[src/rtl/score_flash_pkg.sv]
// -----------------------------------------------------------------------------
// score_flash_pkg
// Shared definitions for the score flash sequencer and its register file:
//   - sequencer state encoding (state_t)
//   - bridge direction constants (DIR_READ / DIR_WRITE)
//   - default geometry (DEF_NUM_BYTES, DEF_BASE_ADDR)
//   - byte counter width (CNT_W), wide enough for 16 bytes plus a checksum slot
// Optional feature macro used by the other files: SCORE_FLASH_CHECKSUM_EN.
// -----------------------------------------------------------------------------
package score_flash_pkg;

    typedef enum logic [2:0] {
        S_IDLE    = 3'd0,
        S_ISSUE   = 3'd1,
        S_WAIT    = 3'd2,
        S_CAPTURE = 3'd3,
        S_NEXT    = 3'd4,
        S_FIN     = 3'd5
    } state_t;

    localparam logic DIR_READ  = 1'b1;
    localparam logic DIR_WRITE = 1'b0;

    localparam int         DEF_NUM_BYTES = 8;
    localparam logic [7:0] DEF_BASE_ADDR = 8'h00;

    // Indexes 0..16 must fit: up to 16 data bytes plus one checksum transfer.
    localparam int CNT_W = 5;

endpackage

[src/rtl/score_regfile.sv]
// -----------------------------------------------------------------------------
// score_regfile
// NUM_BYTES x 8 score register file: synchronous write, asynchronous read,
// synchronous clear on rst.
// Ports:
//   clk, rst            clock, synchronous active-high clear
//   we/waddr/wdata      local write port (out-of-range addresses are dropped)
//   cap_we/cap_addr/cap_data  capture write port from the sequencer; wins
//                       over the local port (the two never overlap in use)
//   rsel/rdata          local read port, returns 0 for rsel >= NUM_BYTES
//   ssel/sdata          sequencer read port, returns 0 for ssel >= NUM_BYTES
//   xsum                XOR of all bytes (only with SCORE_FLASH_CHECKSUM_EN)
// -----------------------------------------------------------------------------
module score_regfile
    import score_flash_pkg::*;
#(
    parameter int NUM_BYTES = DEF_NUM_BYTES
) (
    input  logic             clk,
    input  logic             rst,
    input  logic             we,
    input  logic [3:0]       waddr,
    input  logic [7:0]       wdata,
    input  logic             cap_we,
    input  logic [CNT_W-1:0] cap_addr,
    input  logic [7:0]       cap_data,
    input  logic [3:0]       rsel,
    output logic [7:0]       rdata,
    input  logic [CNT_W-1:0] ssel,
`ifdef SCORE_FLASH_CHECKSUM_EN
    output logic [7:0]       xsum,
`endif
    output logic [7:0]       sdata
);

    logic [7:0] mem [NUM_BYTES];

    // Address decode by comparison keeps out-of-range indexes harmless
    // without relying on array bounds behaviour.
    always_ff @(posedge clk) begin
        if (rst) begin
            for (int i = 0; i < NUM_BYTES; i++) mem[i] <= '0;
        end else begin
            for (int i = 0; i < NUM_BYTES; i++) begin
                if (cap_we && int'(cap_addr) == i)
                    mem[i] <= cap_data;
                else if (we && int'(waddr) == i)
                    mem[i] <= wdata;
            end
        end
    end

    always_comb begin
        rdata = '0;
        sdata = '0;
        for (int i = 0; i < NUM_BYTES; i++) begin
            if (int'(rsel) == i) rdata = mem[i];
            if (int'(ssel) == i) sdata = mem[i];
        end
    end

`ifdef SCORE_FLASH_CHECKSUM_EN
    always_comb begin
        xsum = '0;
        for (int i = 0; i < NUM_BYTES; i++) xsum = xsum ^ mem[i];
    end
`endif

endmodule

[src/rtl/score_flash_seq.sv]
// -----------------------------------------------------------------------------
// score_flash_seq
// Saves the score register file to consecutive flash addresses, or loads it
// back, issuing one flash bridge handshake (fb_start / fb_done) per byte.
// Byte i lives at BASE_ADDR+i (8-bit wrap).
//
// Handshake: fb_start is a single-cycle trigger; addr/data_in/direction are
// valid with it and held until the bridge answers with a one-cycle fb_done.
// For reads, fb_data_out is taken the cycle after fb_done (CAPTURE).
//
// Ports:
//   CLK_50MHZ, RST       clock, synchronous active-high reset
//   save_req, load_req   start save / load (save wins; ignored while busy)
//   busy, done           operation in progress / one-cycle completion pulse
//   reg_sel/reg_we/reg_wdata/reg_rdata   local register file access
//   fb_addr, fb_data_in, fb_direction_rw, fb_start   to flash bridge
//   fb_data_out, fb_done                             from flash bridge
//   load_err             checksum mismatch on last load (optional feature)
//
// Optional feature macro SCORE_FLASH_CHECKSUM_EN: adds one transfer at
// BASE_ADDR+NUM_BYTES carrying the XOR of all bytes, plus load_err.
// -----------------------------------------------------------------------------
module score_flash_seq
    import score_flash_pkg::*;
#(
    parameter int         NUM_BYTES = DEF_NUM_BYTES,
    parameter logic [7:0] BASE_ADDR = DEF_BASE_ADDR
) (
    input  logic       CLK_50MHZ,
    input  logic       RST,
    input  logic       save_req,
    input  logic       load_req,
    output logic       busy,
    output logic       done,
    input  logic [3:0] reg_sel,
    input  logic       reg_we,
    input  logic [7:0] reg_wdata,
    output logic [7:0] reg_rdata,
    output logic [7:0] fb_addr,
    output logic [7:0] fb_data_in,
    input  logic [7:0] fb_data_out,
    output logic       fb_direction_rw,
    output logic       fb_start,
`ifdef SCORE_FLASH_CHECKSUM_EN
    output logic       load_err,
`endif
    input  logic       fb_done
);

`ifdef SCORE_FLASH_CHECKSUM_EN
    localparam int LAST = NUM_BYTES;
`else
    localparam int LAST = NUM_BYTES - 1;
`endif

    state_t           state;
    logic [CNT_W-1:0] counter;
    logic [CNT_W-1:0] next_idx;
    logic [7:0]       sdata;
    logic [7:0]       issue_data;

    // Index of the byte the next ISSUE will carry: 0 when starting from IDLE,
    // counter+1 when advancing from NEXT. Outputs are registered on entry to
    // ISSUE, so the data must be looked up one cycle ahead.
    assign next_idx = (state == S_NEXT) ? counter + 1'b1 : '0;

`ifdef SCORE_FLASH_CHECKSUM_EN
    logic [7:0] xsum;
    logic [7:0] chk_q;

    always_comb begin
        issue_data = sdata;
        if (int'(next_idx) == NUM_BYTES) issue_data = xsum;
    end
`else
    assign issue_data = sdata;
`endif

    score_regfile #(
        .NUM_BYTES (NUM_BYTES)
    ) u_regfile (
        .clk      (CLK_50MHZ),
        .rst      (RST),
        .we       (reg_we && !busy),
        .waddr    (reg_sel),
        .wdata    (reg_wdata),
        .cap_we   (state == S_CAPTURE),
        .cap_addr (counter),
        .cap_data (fb_data_out),
        .rsel     (reg_sel),
        .rdata    (reg_rdata),
        .ssel     (next_idx),
`ifdef SCORE_FLASH_CHECKSUM_EN
        .xsum     (xsum),
`endif
        .sdata    (sdata)
    );

    always_ff @(posedge CLK_50MHZ) begin
        if (RST) begin
            state           <= S_IDLE;
            counter         <= '0;
            busy            <= 1'b0;
            done            <= 1'b0;
            fb_start        <= 1'b0;
            fb_addr         <= '0;
            fb_data_in      <= '0;
            fb_direction_rw <= DIR_READ;
`ifdef SCORE_FLASH_CHECKSUM_EN
            chk_q           <= '0;
            load_err        <= 1'b0;
`endif
        end else begin
            // Single-cycle strobes; only the transitions into ISSUE / FIN raise them.
            fb_start <= 1'b0;
            done     <= 1'b0;
            case (state)
                S_IDLE: begin
                    if (save_req || load_req) begin
                        state           <= S_ISSUE;
                        counter         <= '0;
                        busy            <= 1'b1;
                        fb_start        <= 1'b1;
                        fb_direction_rw <= save_req ? DIR_WRITE : DIR_READ;
                        fb_addr         <= BASE_ADDR;
                        fb_data_in      <= issue_data;
`ifdef SCORE_FLASH_CHECKSUM_EN
                        load_err        <= 1'b0;
`endif
                    end
                end
                S_ISSUE: begin
                    state <= S_WAIT;
                end
                S_WAIT: begin
                    if (fb_done)
                        state <= (fb_direction_rw == DIR_READ) ? S_CAPTURE : S_NEXT;
                end
                S_CAPTURE: begin
                    // Data bytes are written by the register file capture port.
`ifdef SCORE_FLASH_CHECKSUM_EN
                    if (int'(counter) == NUM_BYTES) chk_q <= fb_data_out;
`endif
                    state <= S_NEXT;
                end
                S_NEXT: begin
                    if (int'(counter) == LAST) begin
                        state <= S_FIN;
                        done  <= 1'b1;
                        busy  <= 1'b0;
`ifdef SCORE_FLASH_CHECKSUM_EN
                        load_err <= (fb_direction_rw == DIR_READ) && (chk_q != xsum);
`endif
                    end else begin
                        state      <= S_ISSUE;
                        counter    <= next_idx;
                        fb_start   <= 1'b1;
                        fb_addr    <= BASE_ADDR + 8'(next_idx);
                        fb_data_in <= issue_data;
                    end
                end
                S_FIN: begin
                    state <= S_IDLE;
                end
                default: begin
                    state <= S_IDLE;
                end
            endcase
        end
    end

endmodule
[config.mk]
export PLATFORM = sky130hd
export DESIGN_NAME = score_flash_seq
export DESIGN_NICKNAME = d
export VERILOG_FILES = /design/src/rtl/score_flash_pkg.sv /design/src/rtl/score_regfile.sv /design/src/rtl/score_flash_seq.sv
export SDC_FILE = /design/constraint.sdc
export NUM_CORES = 1
export LEC_CHECK = 0
export CAP_MARGIN = 20
export CORE_AREA = 2 2 140 142
export DETAILED_ROUTE_END_ITERATION = 7
export DIE_AREA = 0 0 142 144
export MAX_ROUTING_LAYER = met4
export PLACE_DENSITY_LB_ADDON = 0.15
export RECOVER_POWER = 50
export REMOVE_ABC_BUFFERS = 1
export SKIP_CTS_REPAIR_TIMING = 1
export SLEW_MARGIN = 25
export SYNTH_ARGS = -nofsm -noshare
export SYNTH_HDL_FRONTEND = slang
export SYNTH_SLANG_ARGS = --single-unit
[constraint.sdc]
create_clock -name CLK_50MHZ -period 5.8 [get_ports CLK_50MHZ]
set_input_delay 0.87 -clock CLK_50MHZ [delete_from_list [all_inputs] [get_ports CLK_50MHZ]]
set_output_delay 0.87 -clock CLK_50MHZ [all_outputs]
set_load 0.02 [all_outputs]
---- Yosys cells after proc, flatten, opt, wreduce, memory -nomap -nowiden ----
Memory sizes are Yosys's and may differ from the RTL's.
Cells that the tools add are included.
W data, S select, Z words.
word-level totals
  memory bits (writable) .................. 64
  output and inout bits ................... 28
  flip-flop bits (word level) ............. 28
  memories ................................ 1
  logic and storage cells ................. 198
  input bits .............................. 26
operators by class
  add/subtract/negate cells ............... 1
  reductions and logical operators ........ 29
  equality and inequality tests ........... 29
  bitwise gates (word level) .............. 17
  muxes and demuxes ....................... 113
memory list
  name           depth  width  read ports  clocked after Yosys merged registers in  wr ports  line                 text
  u_regfile.mem  8      8      8           0                                        8         score_regfile.sv:36  logic [7:0] mem [NUM_BYTES];
operators with widths
  cell                   count
  $mux W8                36
  $mux W1                64
  $eq A5 B4 Y1 const B   8
  $pmux W8 S2            2
  $eq A5 B3 Y1 const B   4
  $logic_and A1 B1 Y1    17
  $eq A4 B4 Y1 const B   4
  $or A1 B1 Y1           16
  $mux W5                3
  $pmux W3 S5            1
  $mux W3                4
  $eq A5 B2 Y1 const B   2
  $logic_not A5 Y1       2
  $pmux W5 S2            1
  $eq A4 B3 Y1 const B   2
  $eq A3 B2 Y1 const B   2
  $ne A2 B2 Y1 const B   3
  $reduce_and A3 Y1      2
  $add A5 B1 Y5 const B  1
  $eq A4 B2 Y1 const B   1
  $logic_not A4 Y1       1
  $pmux W1 S2            2
  $reduce_and A2 Y1      2
  $eq A3 B1 Y1 const B   1
  8 further kinds        8

---- Logic depth before layout (Yosys ltp) ----
  word-level depth ........................ 13
  depth in mapped cells ................... 11
  depth with buffers taken out ............ 8

---- Modules after synthesis ----
Synthesis repeated with hierarchy kept, for this count alone.
unflattened totals
  cells, all modules ...................... 468
  area total of the unflattened synthesis .. 5230.0 µm²
by module, submodules not included
  module           instances  seq. area each (µm²)  cells each  area an instance (µm²)
  score_regfile    1          1921.8                356         4216.5
  score_flash_seq  1          400.4                 112         1013.5

---- Worst setup path before layout ----
OpenSTA, ideal clock, no wires.
  kind .................................... input to output
  start ................................... in reg_sel[0]
  end ..................................... out reg_rdata[2]
  cell stages on the path ................. 6
  arrival time ............................ 2279 ps
  required time ........................... 4930 ps
  path buffers ............................ 2
  path slack .............................. 2651 ps
  cells stage by stage .................... clkbuf_1 -> buf_2 -> mux2_2 -> a22oi_1 -> o21ai_0 -> a221o_1
between the ends
  word-level cells in the longest chain between the ends .. 9
  elaborated cells on any way between the ends .. 16
  classes of those cells .................. eq/ne: 7; mux: 8; reduce/logical: 1
RTL lines
  item                   line                   text
  start: declaration     score_flash_seq.sv:35  input logic [3:0] reg_sel,
  $logic_not A4 Y1       score_regfile.sv:57    if (int'(rsel) == i) rdata = mem[i];
  $mux W8 (7 in series)  score_regfile.sv:57
  $mux W8 *              score_regfile.sv:57
  end: declaration       score_flash_seq.sv:38  output logic [7:0] reg_rdata,
Mark *: on every way between the ends. The rest lies on a longest branch, timed or not.

==> reports/metrics.yaml <==
global_routing:
  grt_pass1_wl_mm: 28.75
  grt_use_met2: 0.3265
  use_met1: 0.2531
  grt-busiest-layer: "met2"
  grt_usage: 0.1999
  grt_max_degree: 35
  first_global_vias: 4555
  antenna_found_initial: 0
  grtUsageMet3: 0.03477
  grt_overflow: 0
setup_path:
  cp-end-kind: "flop"
  crit_arrival_ns: 5.00
  reg2reg_slack_ns: 0.95
  reg2reg_from: "fb_addr[0]$_SDFFE_PP0P_"
  crit_start: "fb_addr[0]$_SDFFE_PP0P_"
  r2r-end: "fb_data_in[2]$_SDFFE_PP0P_"
  crit_buf_inv: 2
  critPathTopFamily: "buffers and inverters"
  critPathMaxStageDelay_ns: 1.32
  slowest_stage: "clkbuf_1"
  worstPathCellList: "clkbuf_1, inv_1, ha_1, and3b_1, mux2i_1, or4_1, o211ai_1, a31oi_1, o22ai_1"
  worstSetupPathType: "reg2reg"
  critPathMaxFanout: 34
  reg2regPathDepth: 9
  crit_required_ns: 5.95
  worstSetupStartpointType: "flop"
logic_synthesis:
  ys_top_cells_by_area: "edfxtp_1, a22o_1, dfxtp_1"
  yosys_warnings: 0
  synth_commonest_cells: "edfxtp_1, a22o_1, nand2_1, nor2_1, a21oi_1"
  synth_cell_types: 71
  yosysSeqAreaShare: 0.4430
  synthCells: 506
  synth_top_cell_area_share: 0.3666
  yosysMostFrequentCell: "edfxtp_1"
  syn_area_per_cell_um2: 10.36
  ys_dominant_reg_cell: "edfxtp_1"
  ys_seq_elements: 84
  synth.cell_area_um2: 5243
  synth_top_cell_by_area: "edfxtp_1"
  ys_async_sr_fraction: 0
  synth_edf_count: 64
floorplanning:
  core-area_um2: 19080
  initial_core_util: 0.2748
  rows: 51
  fp.dieArea_um2: 20450
  io_pins: 54
  die_w_um: 142
  die_y_um: 144
power:
  p_leak_uw: 0.002110
  power_density_nw_per_um2: 245.4
  ir_drop_v: 0.0001302
routing:
  routedWlPerCell_um: 25.17
  drt-vias-per-instance: 5.834
  num_vias: 4562
  drt_wl_total_mm: 19.69
  firstDrtPassIters: 8
  route.detailed.drc: 1
  drtAntennaViolNets: 0
  drt_iter0_markers: 545
sta:
  maxSlewHeadroom: -0.2924
  rsz0062_at_grt: "no"
  worst_pin_slew_ns: 1.939
  fin_crit_sh: 0.8366
  min_period_ns: 4.852
  skew_ns: 0.01125
  fmax_mhz: 206.1
  tns_ns: 0
  drv_slew: 70
  finalHoldViolCount: 0
  fin_ws_ns: 0.9478
  setup_viol: 0
run:
  cap_viol_max_count: 2
worst_hold_path:
  worstHoldEndpoint: "busy$_SDFFE_PP0P_"
  min_from: "busy$_SDFFE_PP0P_"
  hp-class: "reg2reg"
  hold_depth: 2
place:
  routabilityCongestion: 0.8987
  dp_hpwl_mm: 14.36
  portBuffers: 50
  post-place-ws_ns: 1.251
run_status:
  status: "finished, violations left"
  violations: "DRC, capacitance limit, slew limit"
clocking:
  cts_buffer_depth: 2
  cts_made_buffers: 9
  clock_sinks: 84
  cts_root_buf: "clkbuf_16"
  cts_tree: "built"
  htree_levels: 3
  clock_latency_ns: 0.36
  clk_pin_slew_ns: 0.06
layout:
  n_antenna_cell: 0
  num-fill-cells: 1929
  area_growth_pct: 18.00
  layout-drive-gt1-share: 0.1176
  fin_nets: 569
-- power by group --
group / total [µW] / switching (µW) / internal [µW]
Sequential: 715 / 31.3 / 683
Combinational: 235 / 146 / 88.6
Clock: 568 / 271 / 298
-- kinds of logic after synthesis --
family                   count (synthesis)  share of synthesized area
flip-flops                              84                     0.4430
adder cells (fa/ha/maj)                  4                   0.009547
multiplexers                            37                    0.08067
other                                    1                  0.0007153
buffers and inverters                   46                    0.04153
AND/OR/NAND/NOR                        157                     0.1652
AO/OA/AOI/OAI                          173                     0.2513
XOR/XNOR                                 4                   0.008116
-- through the flow --
step / power, µW / area [µm²] / util / cells / hold WS, ns
2_1_floorplan: 834.8 / 5062 / - / 470 / 0.5336
3_3_place_gp: 963.6 / 5913 / 0.3099 / 765 / 0.5021
3_5_place_dp: 964.8 / 5923 / 0.3104 / 766 / 0.5009
4_1_cts: 1530 / 6208 / 0.3254 / 782 / 0.5111
5_1_grt: 1565 / 6186 / 0.3242 / 782 / 0.5419
6_report: 1518 / 6186 / 0.3242 / 782 / 0.5040
-- layout by cell type, fill, tap and decap left out, types with 8 or more instances in the layout --
cell type / n
nor3_1: 18
dlygate4sd3_1: 18
inv_1: 8
a21oi_1: 25
a22oi_1: 14
nand3_1: 12
nand2_1: 32
dfxtp_1: 20
clkbuf_16: 9
edfxtp_1: 64
mux2_2: 22
nor2_1: 28
clkdlybuf4s50_1: 32
o221ai_1: 8
o21ai_0: 24
a22o_1: 50
nor2b_1: 17
mux2i_1: 13
-- area by class of cell --
cell class / instances / area [µm²] / area share
Inverter: 8 / 30.03 / 0.004854
Tap cell: 238 / 297.8 / 0.04814
Clock inverter: 7 / 60.06 / 0.009709
Multi-Input combinational cell: 378 / 2700 / 0.4365
Timing Repair Buffer: 58 / 550.5 / 0.08900
Sequential cell: 84 / 2322 / 0.3754
Clock buffer: 9 / 225.2 / 0.03641
-- worst reg2reg max path, stage by stage (launching register included) --
cell and delay (ns):
dfxtp_1 0.30, clkbuf_1 1.32, inv_1 0.49, ha_1 0.96
and3b_1 0.26, mux2i_1 0.20, or4_1 0.52, o211ai_1 0.18
a31oi_1 0.31, o22ai_1 0.12
-- metal layers --
layer | vias to the layer above | part of all wire
li1 | 2053 | -
met1 | 2283 | 0.44
met2 | 195 | 0.47
met3 | 31 | 0.055
met4 | 0 | 0.028
met5 | - | 0
-- worst max path at each step --
stage	to	slack [ns]	depth (start not counted)
6_report	fb_data_in[2]$_SDFFE_PP0P_	0.95	9
2_1_floorplan	fb_data_in[3]$_SDFFE_PP0P_	2.26	7
5_1_grt	fb_data_in[3]$_SDFFE_PP0P_	0.72	8
3_3_place_gp	reg_rdata[3]	1.24	6
4_1_cts	reg_rdata[3]	1.27	6
3_5_place_dp	reg_rdata[3]	1.25	6
-- sequential cells by signal, indices dropped and copies added (netlist names) --
signal	cells
busy	1
done	1
fb_addr	5
fb_data_in	8
fb_direction_rw	1
fb_start	1
state	3
u_regfile.mem	64
Note: power is estimated with default switching activity, not from simulation.
